===== config.mk =====
export PLATFORM = sky130hd
export DESIGN_NAME = rr_onehot_arbiter_flat
export DESIGN_NICKNAME = d
export VERILOG_FILES = /design/src/rtl/rr_onehot_arbiter_pkg.sv /design/src/rtl/rr_onehot_arbiter_if.sv /design/src/rtl/rr_onehot_arbiter_rr_pick.sv /design/src/rtl/rr_onehot_arbiter.sv /design/src/flat_wrapper.sv
export SDC_FILE = /design/constraint.sdc
export NUM_CORES = 1
export LEC_CHECK = 0
export ABC_AREA = 1
export ABC_CLOCK_PERIOD_IN_PS = 11800
export BUFFER_PORTS_ARGS = -buffer_cell sky130_fd_sc_hd__buf_4
export CORE_MARGIN = 5
export CORE_UTILIZATION = 34
export CTS_CLUSTER_DIAMETER = 120
export DETAILED_ROUTE_END_ITERATION = 10
export GPL_ROUTABILITY_DRIVEN = 1
export HOLD_SLACK_MARGIN = 0.02
export PLACE_DENSITY = 0.74
export SYNTH_ARGS = -nofsm -noshare
export SYNTH_HDL_FRONTEND = slang
export SYNTH_SLANG_ARGS = --single-unit

===== constraint.sdc =====
create_clock -name clk -period 11.8 [get_ports clk]
set_input_delay 0.59 -clock clk [delete_from_list [all_inputs] [get_ports clk]]
set_output_delay 0.59 -clock clk [all_outputs]
set_load 0.02 [all_outputs]

===== src/rtl/rr_onehot_arbiter_pkg.sv =====
// Shared types and helpers for the 8-requester round-robin one-hot arbiter.
package rr_onehot_arbiter_pkg;

  localparam int unsigned N_REQ = 8;
  localparam int unsigned IDX_W = 3;

  typedef logic [IDX_W-1:0] idx_t;
  typedef logic [N_REQ-1:0] oh_t;

  // Output buffer occupancy; mirrors out_valid.
  typedef enum logic {StEmpty, StFull} state_e;

  function automatic idx_t oh_to_idx(oh_t oh);
    idx_t idx;
    idx = '0;
    for (int i = 0; i < N_REQ; i++) begin
      if (oh[i]) idx |= idx_t'(i);
    end
    return idx;
  endfunction

  function automatic oh_t idx_to_oh(idx_t idx);
    return oh_t'(1) << idx;
  endfunction

endpackage


===== src/rtl/rr_onehot_arbiter_if.sv =====
// Request-side and output-side handshake bundle of the round-robin arbiter.
interface rr_onehot_arbiter_if #(
  parameter int unsigned WIDTH = 32
);
  import rr_onehot_arbiter_pkg::*;

  oh_t                    in_valid;
  logic [N_REQ*WIDTH-1:0] in_data;
  oh_t                    in_ready;
  oh_t                    req_mask;
  logic                   out_valid;
  logic [WIDTH-1:0]       out_data;
  idx_t                   out_src;
  oh_t                    out_grant;
  logic                   out_ready;

  modport master (
    output in_valid, in_data, req_mask, out_ready,
    input  in_ready, out_valid, out_data, out_src, out_grant
  );

  modport slave (
    input  in_valid, in_data, req_mask, out_ready,
    output in_ready, out_valid, out_data, out_src, out_grant
  );

endinterface


===== src/rtl/rr_onehot_arbiter_rr_pick.sv =====
// Round-robin pick: rotate eligibility so ptr sits at bit 0, priority-encode, rotate back.
module rr_onehot_arbiter_rr_pick
  import rr_onehot_arbiter_pkg::*;
(
  input  oh_t  i_elig,
  input  idx_t i_ptr,
  output oh_t  o_pick_oh
);

  oh_t  w_rot;
  idx_t w_off;
  idx_t w_idx;
  logic w_found;

  // Bit k of w_rot is requester (ptr + k) mod 8.
  assign w_rot = oh_t'({i_elig, i_elig} >> i_ptr);

  always_comb begin
    w_found = 1'b0;
    w_off   = '0;
    for (int k = 0; k < N_REQ; k++) begin
      if (!w_found && w_rot[k]) begin
        w_found = 1'b1;
        w_off   = idx_t'(k);
      end
    end
  end

  assign w_idx     = i_ptr + w_off;
  assign o_pick_oh = w_found ? idx_to_oh(w_idx) : '0;

endmodule


===== src/rtl/rr_onehot_arbiter.sv =====
// Round-robin arbiter: 8 requesters share one single-entry output buffer with valid/ready.
module rr_onehot_arbiter
  import rr_onehot_arbiter_pkg::*;
#(
  parameter int unsigned WIDTH = 32
) (
  input logic                clk,
  input logic                rst_n,
  rr_onehot_arbiter_if.slave bus
);

  state_e           r_state;
  state_e           w_state_next;
  logic [WIDTH-1:0] r_data;
  idx_t             r_src;
  oh_t              r_grant;
  idx_t             r_ptr;

  oh_t              w_elig;
  oh_t              w_pick_oh;
  idx_t             w_pick_idx;
  oh_t              w_in_ready;
  logic [WIDTH-1:0] w_sel_data;
  logic             w_out_valid;
  logic             w_can_load;
  logic             w_load;
  logic             w_deq;

  assign w_elig = bus.in_valid & bus.req_mask;

  rr_onehot_arbiter_rr_pick u_pick (
    .i_elig    (w_elig),
    .i_ptr     (r_ptr),
    .o_pick_oh (w_pick_oh)
  );

  assign w_pick_idx = oh_to_idx(w_pick_oh);

  // One-hot payload mux; sel=0 falls back to requester 0 but never loads.
  always_comb begin
    w_sel_data = bus.in_data[WIDTH-1:0];
    for (int i = 0; i < N_REQ; i++) begin
      if (w_pick_oh[i]) w_sel_data = bus.in_data[i*WIDTH +: WIDTH];
    end
  end

  always_ff @(posedge clk or negedge rst_n) begin
    if (!rst_n) begin
      r_state <= StEmpty;
    end else begin
      r_state <= w_state_next;
    end
  end

  always_comb begin
    w_state_next = r_state;
    unique case (r_state)
      StEmpty: if (w_load) w_state_next = StFull;
      StFull:  if (bus.out_ready && !w_load) w_state_next = StEmpty;
    endcase
  end

  always_comb begin
    w_out_valid = (r_state == StFull);
    w_can_load  = !w_out_valid || bus.out_ready;
    // Gated by rst_n so no requester is accepted while reset is held.
    w_in_ready  = (rst_n && w_can_load) ? w_pick_oh : '0;
    w_load      = |w_in_ready;
    w_deq       = w_out_valid && bus.out_ready;
  end

  always_ff @(posedge clk or negedge rst_n) begin
    if (!rst_n) begin
      r_data  <= '0;
      r_src   <= '0;
      r_grant <= '0;
      r_ptr   <= '0;
    end else if (w_load) begin
      r_data  <= w_sel_data;
      r_src   <= w_pick_idx;
      r_grant <= w_pick_oh;
      r_ptr   <= w_pick_idx + 3'd1;
    end else if (w_deq) begin
      r_grant <= '0;
    end
  end

  assign bus.in_ready  = w_in_ready;
  assign bus.out_valid = w_out_valid;
  assign bus.out_data  = r_data;
  assign bus.out_src   = r_src;
  assign bus.out_grant = r_grant;

endmodule

===== src/flat_wrapper.sv =====
// flat-port wrapper written by rule: the top's interface ports become plain ports
module rr_onehot_arbiter_flat import rr_onehot_arbiter_pkg::*;
#(
  parameter int unsigned WIDTH = 32
)
  (clk, rst_n, bus_in_valid, bus_in_data, bus_req_mask, bus_out_ready, bus_in_ready, bus_out_valid, bus_out_data, bus_out_src, bus_out_grant);
  rr_onehot_arbiter_if #(.WIDTH(WIDTH)) bus_i ();
  input logic clk;
  input logic rst_n;
  input wire logic [$bits(bus_i.in_valid)-1:0] bus_in_valid;
  input wire logic [$bits(bus_i.in_data)-1:0] bus_in_data;
  input wire logic [$bits(bus_i.req_mask)-1:0] bus_req_mask;
  input wire logic [$bits(bus_i.out_ready)-1:0] bus_out_ready;
  output wire logic [$bits(bus_i.in_ready)-1:0] bus_in_ready;
  output wire logic [$bits(bus_i.out_valid)-1:0] bus_out_valid;
  output wire logic [$bits(bus_i.out_data)-1:0] bus_out_data;
  output wire logic [$bits(bus_i.out_src)-1:0] bus_out_src;
  output wire logic [$bits(bus_i.out_grant)-1:0] bus_out_grant;
  assign bus_i.in_valid = bus_in_valid;
  assign bus_i.in_data = bus_in_data;
  assign bus_i.req_mask = bus_req_mask;
  assign bus_i.out_ready = bus_out_ready;
  assign bus_in_ready = bus_i.in_ready;
  assign bus_out_valid = bus_i.out_valid;
  assign bus_out_data = bus_i.out_data;
  assign bus_out_src = bus_i.out_src;
  assign bus_out_grant = bus_i.out_grant;
  rr_onehot_arbiter #(.WIDTH(WIDTH)) u_core (.clk(clk), .rst_n(rst_n), .bus(bus_i));
endmodule

==> summary.md <==
| Metric | Value |
|---|---|
| Status | `finished clean` |
| I/O pins | `327` |
| Critical Path End Type | `register` |
| Root buffer selected by CTS | `clkbuf_16` |
| FILL cells | `roughly 1700` |
| Largest net degree at the start of global routing | `63` |
| Clock Pin Slew Worst Setup and Hold Paths | `0.07 ns` |
| Part of the Yosys area used for sequential elements | `21.5%` |
| Final Critical Period | `5.46 ns` |
| Die Area | `18700 sq um` |
| R2R depth | `25` |
| Least-Margin Pin Slew | `roughly 1.1 ns` |
| Final ANT Viol Nets | `0` |
| Via-per-instance ratio | `4.74` |
| GR Util All Layers | `around 23%` |
| Worst Skew | `~0.006 ns` |
| Post-Syn Instances | `roughly 990` |
| Hold Slack | `about 0.31 ns` |
| R2R Path End | `u_core.bus.out_src[2]` |
| Synth unique cells | `just over 40` |
| R2R Setup Slk | `~6.3 ns` |
| Share of layout cells above drive strength 1 | `32.9%` |
| First-pass GRT wire length | `around 34000 microns` |
| Number of port buffers | `326` |
| Max Cap Viol | `0` |
| Vias | `between 7000 and 8000` |
| Initial drt markers | `between 300 and 400` |
| HPWL after DPL | `between 15000 and 20000 microns` |
| Maximum fanout along the worst path | `between 50 and 60` |
| Hold crit path type | `in -> async` |
| Worst setup SP type | `register` |
| Syn_nets | `1264` |
| GR Util met1 | `27.1%` |
| Synthesized area | `5480 sq um` |
| Hold-fix buffers, CTS | `0` |
| H-tree levels | `2` |
| CTS Buf Count | `5` |
| Fin. max-slew vios | `0` |
| Antenna diodes | `0` |
| CTS Buffer Depth | `2` |
| CTS tree | `built` |
| Final Hold Viols | `0` |
| Rows | `46` |
| Cts repair resizes | `0` |
| Final setup fails | `0` |
| Wire per inst | `about 15 microns` |
| Syn_area_per_cell | `between 5 and 6 sq um` |
| Yosys Warn Count | `0` |
| Post-CTS Setup Bufs | `0` |
| Antenna violations before repair | `0` |
| Initial Utilization | `about 35%` |
| RSZ-0062 raised after global routing | `no` |
| Fmax | `between 150 and 200 MHz` |
| Post-DP Area | `around 8000 sq um` |
| Reg-to-Reg Start | `u_core.r_ptr[0]` |
| Clock sink count | `47` |
| DR DRC count | `0` |
| Most common cell after layout, fill and taps aside | `nand2_1` |
| Chip width | `roughly 140 microns` |
| Met2 Resource Use GR | `between 40% and 50%` |
| Chip Height | `about 140 microns` |
| Critical path class | `reg -> reg` |
| Vias in the first global route | `between 6000 and 7000` |
| Most frequent cells in the layout | `nand2_1 (397), buf_4 (330), nand3_1 (148)` |
| Drt total wl | `about 23000 microns` |
| Slew HR | `between 20 and 30%` |
| Total gr overflow | `0` |
| Fin nets | `1550` |
| Post-route setup TNS | `0 ns` |
| Fin crit share | `between 40% and 50%` |
| Worst skew pair latency | `just under 0.3 ns` |
| Met3 Use GR | `5.40%` |
| WP data required | `approximately 12 ns` |
| Design area | `8140 sq um` |
| Routability Congestion | `around 0.9` |
| FF+latch count, synth | `between 40 and 50` |
| Core area | `between 15000 and 20000 sq um` |
| Area grow syn2layout | `48.6%` |
| TritonRoute pass-1 iters | `6` |
| Most Used Layer, Global Route | `met2` |
| Crit path arrival time | `5.64 ns` |
==> layer usage <==
layer / vias to the layer above / share of wire [%]
met5: - / 0
met4: 0 / 2.2
met3: 28 / 8.8
met2: 273 / 52
met1: 3137 / 37
li1: 3613 / -
==> final cells by class <==
cell class | instances | area (sq um) | area share [%]
Clock buffer | 5 | 125 | 1.54
Clock inverter | 3 | 47.5 | 0.584
Inverter | 128 | 485 | 5.97
Multi-Input combinational cell | 760 | 3550 | 43.7
Sequential cell | 47 | 1180 | 14.5
Tap cell | 216 | 270 | 3.32
Timing Repair Buffer | 330 | 2480 | 30.4
==> Yosys cell counts <==
cell type	n	area share, %
xnor2_1	1	0.16
clkbuf_1	25	1.7
a21oi_1	7	0.64
dfrtp_1	47	21
a311oi_2	1	0.27
fa_1	1	0.37
nand3_2	2	0.37
nand4_4	2	0.78
o21bai_1	7	0.96
o21ai_1	23	2.1
buf_6	6	1.2
a211oi_1	1	0.14
nor2_8	2	0.73
buf_1	2	0.14
inv_1	116	8.0
inv_2	9	0.62
nand2_2	16	1.8
nor3_2	1	0.18
a41oi_2	1	0.30
nand4_1	8	0.91
o221ai_1	1	0.16
nor2_1	75	5.1
nand3_4	1	0.32
or2_2	28	3.2
nor3_1	2	0.18
nand4_2	1	0.23
o21ai_0	15	1.4
a31oi_1	1	0.11
xor2_1	1	0.16
nor2_2	5	0.57
clkinv_1	1	0.068
nand2_4	3	0.62
inv_4	2	0.23
buf_4	3	0.41
buf_2	14	1.3
buf_8	1	0.27
nand2_1	397	27
nand3_1	148	14
ha_1	2	0.46
nor2_4	6	1.2
o31ai_4	1	0.39
==> cell families after synthesis <==
group	after synthesis	synth area share, %
xor gates and xnor gates	2	0.320
buffers and inverters	179	13.9
DFF	47	21.5
and+or+nand+nor	697	57.0
AOI/OAI and AO/OA	58	6.44
adders and majority gates	3	0.822
==> through the flow <==
stage,setup WS (ns),util (%),cells
global placement,6.52,50.3,1481
finish,6.34,51.4,1489
CTS,6.35,51.4,1489
detailed placement,6.35,50.3,1481
floorplan,7.73,-,986
global route,5.82,51.4,1489
==> critical path, cell delays in order (launching register included) <==
cell	delay (ns)
dfrtp_1	0.60
inv_4	0.10
nand3_1	0.13
nand3_1	0.08
nand3_1	0.10
nand2_1	0.11
nor2_4	0.17
nand2_4	0.09
nor3_1	0.20
nand2_1	0.11
o221ai_1	0.17
ha_1	0.17
inv_1	0.05
fa_1	0.40
xnor2_1	0.31
nand3_4	0.19
nand2_4	0.25
nor2_4	0.09
nand2_2	0.66
nor2_2	0.10
inv_2	0.12
nand4_4	0.11
nor2_8	0.63
inv_1	0.21
nor2_1	0.14
nor2_1	0.05
==> state kept, by name (all words and copies together), names as in the netlist <==
name	count
u_core.bus.out_data	32
u_core.bus.out_grant	8
u_core.bus.out_src	3
u_core.r_ptr	3
u_core.bus.out_valid	1
==> how the worst max path moves through the flow <==
| stage | start | endpoint | depth (start not counted) |
|---|---|---|---|
| after floorplan | bus_req_mask[4] | u_core.bus.out_data[20] | 24 |
| after global placement | bus_req_mask[2] | u_core.bus.out_src[2] | 25 |
| after detailed placement | bus_req_mask[4] | u_core.bus.out_src[2] | 25 |
| after CTS | u_core.r_ptr[0] | u_core.bus.out_src[2] | 25 |
| after global routing | u_core.r_ptr[0] | u_core.r_ptr[1] | 25 |
| final | u_core.r_ptr[0] | u_core.bus.out_src[2] | 25 |
Power is not shown: default switching activity piles up to over one toggle a cycle in this logic, so the estimate is an artifact.
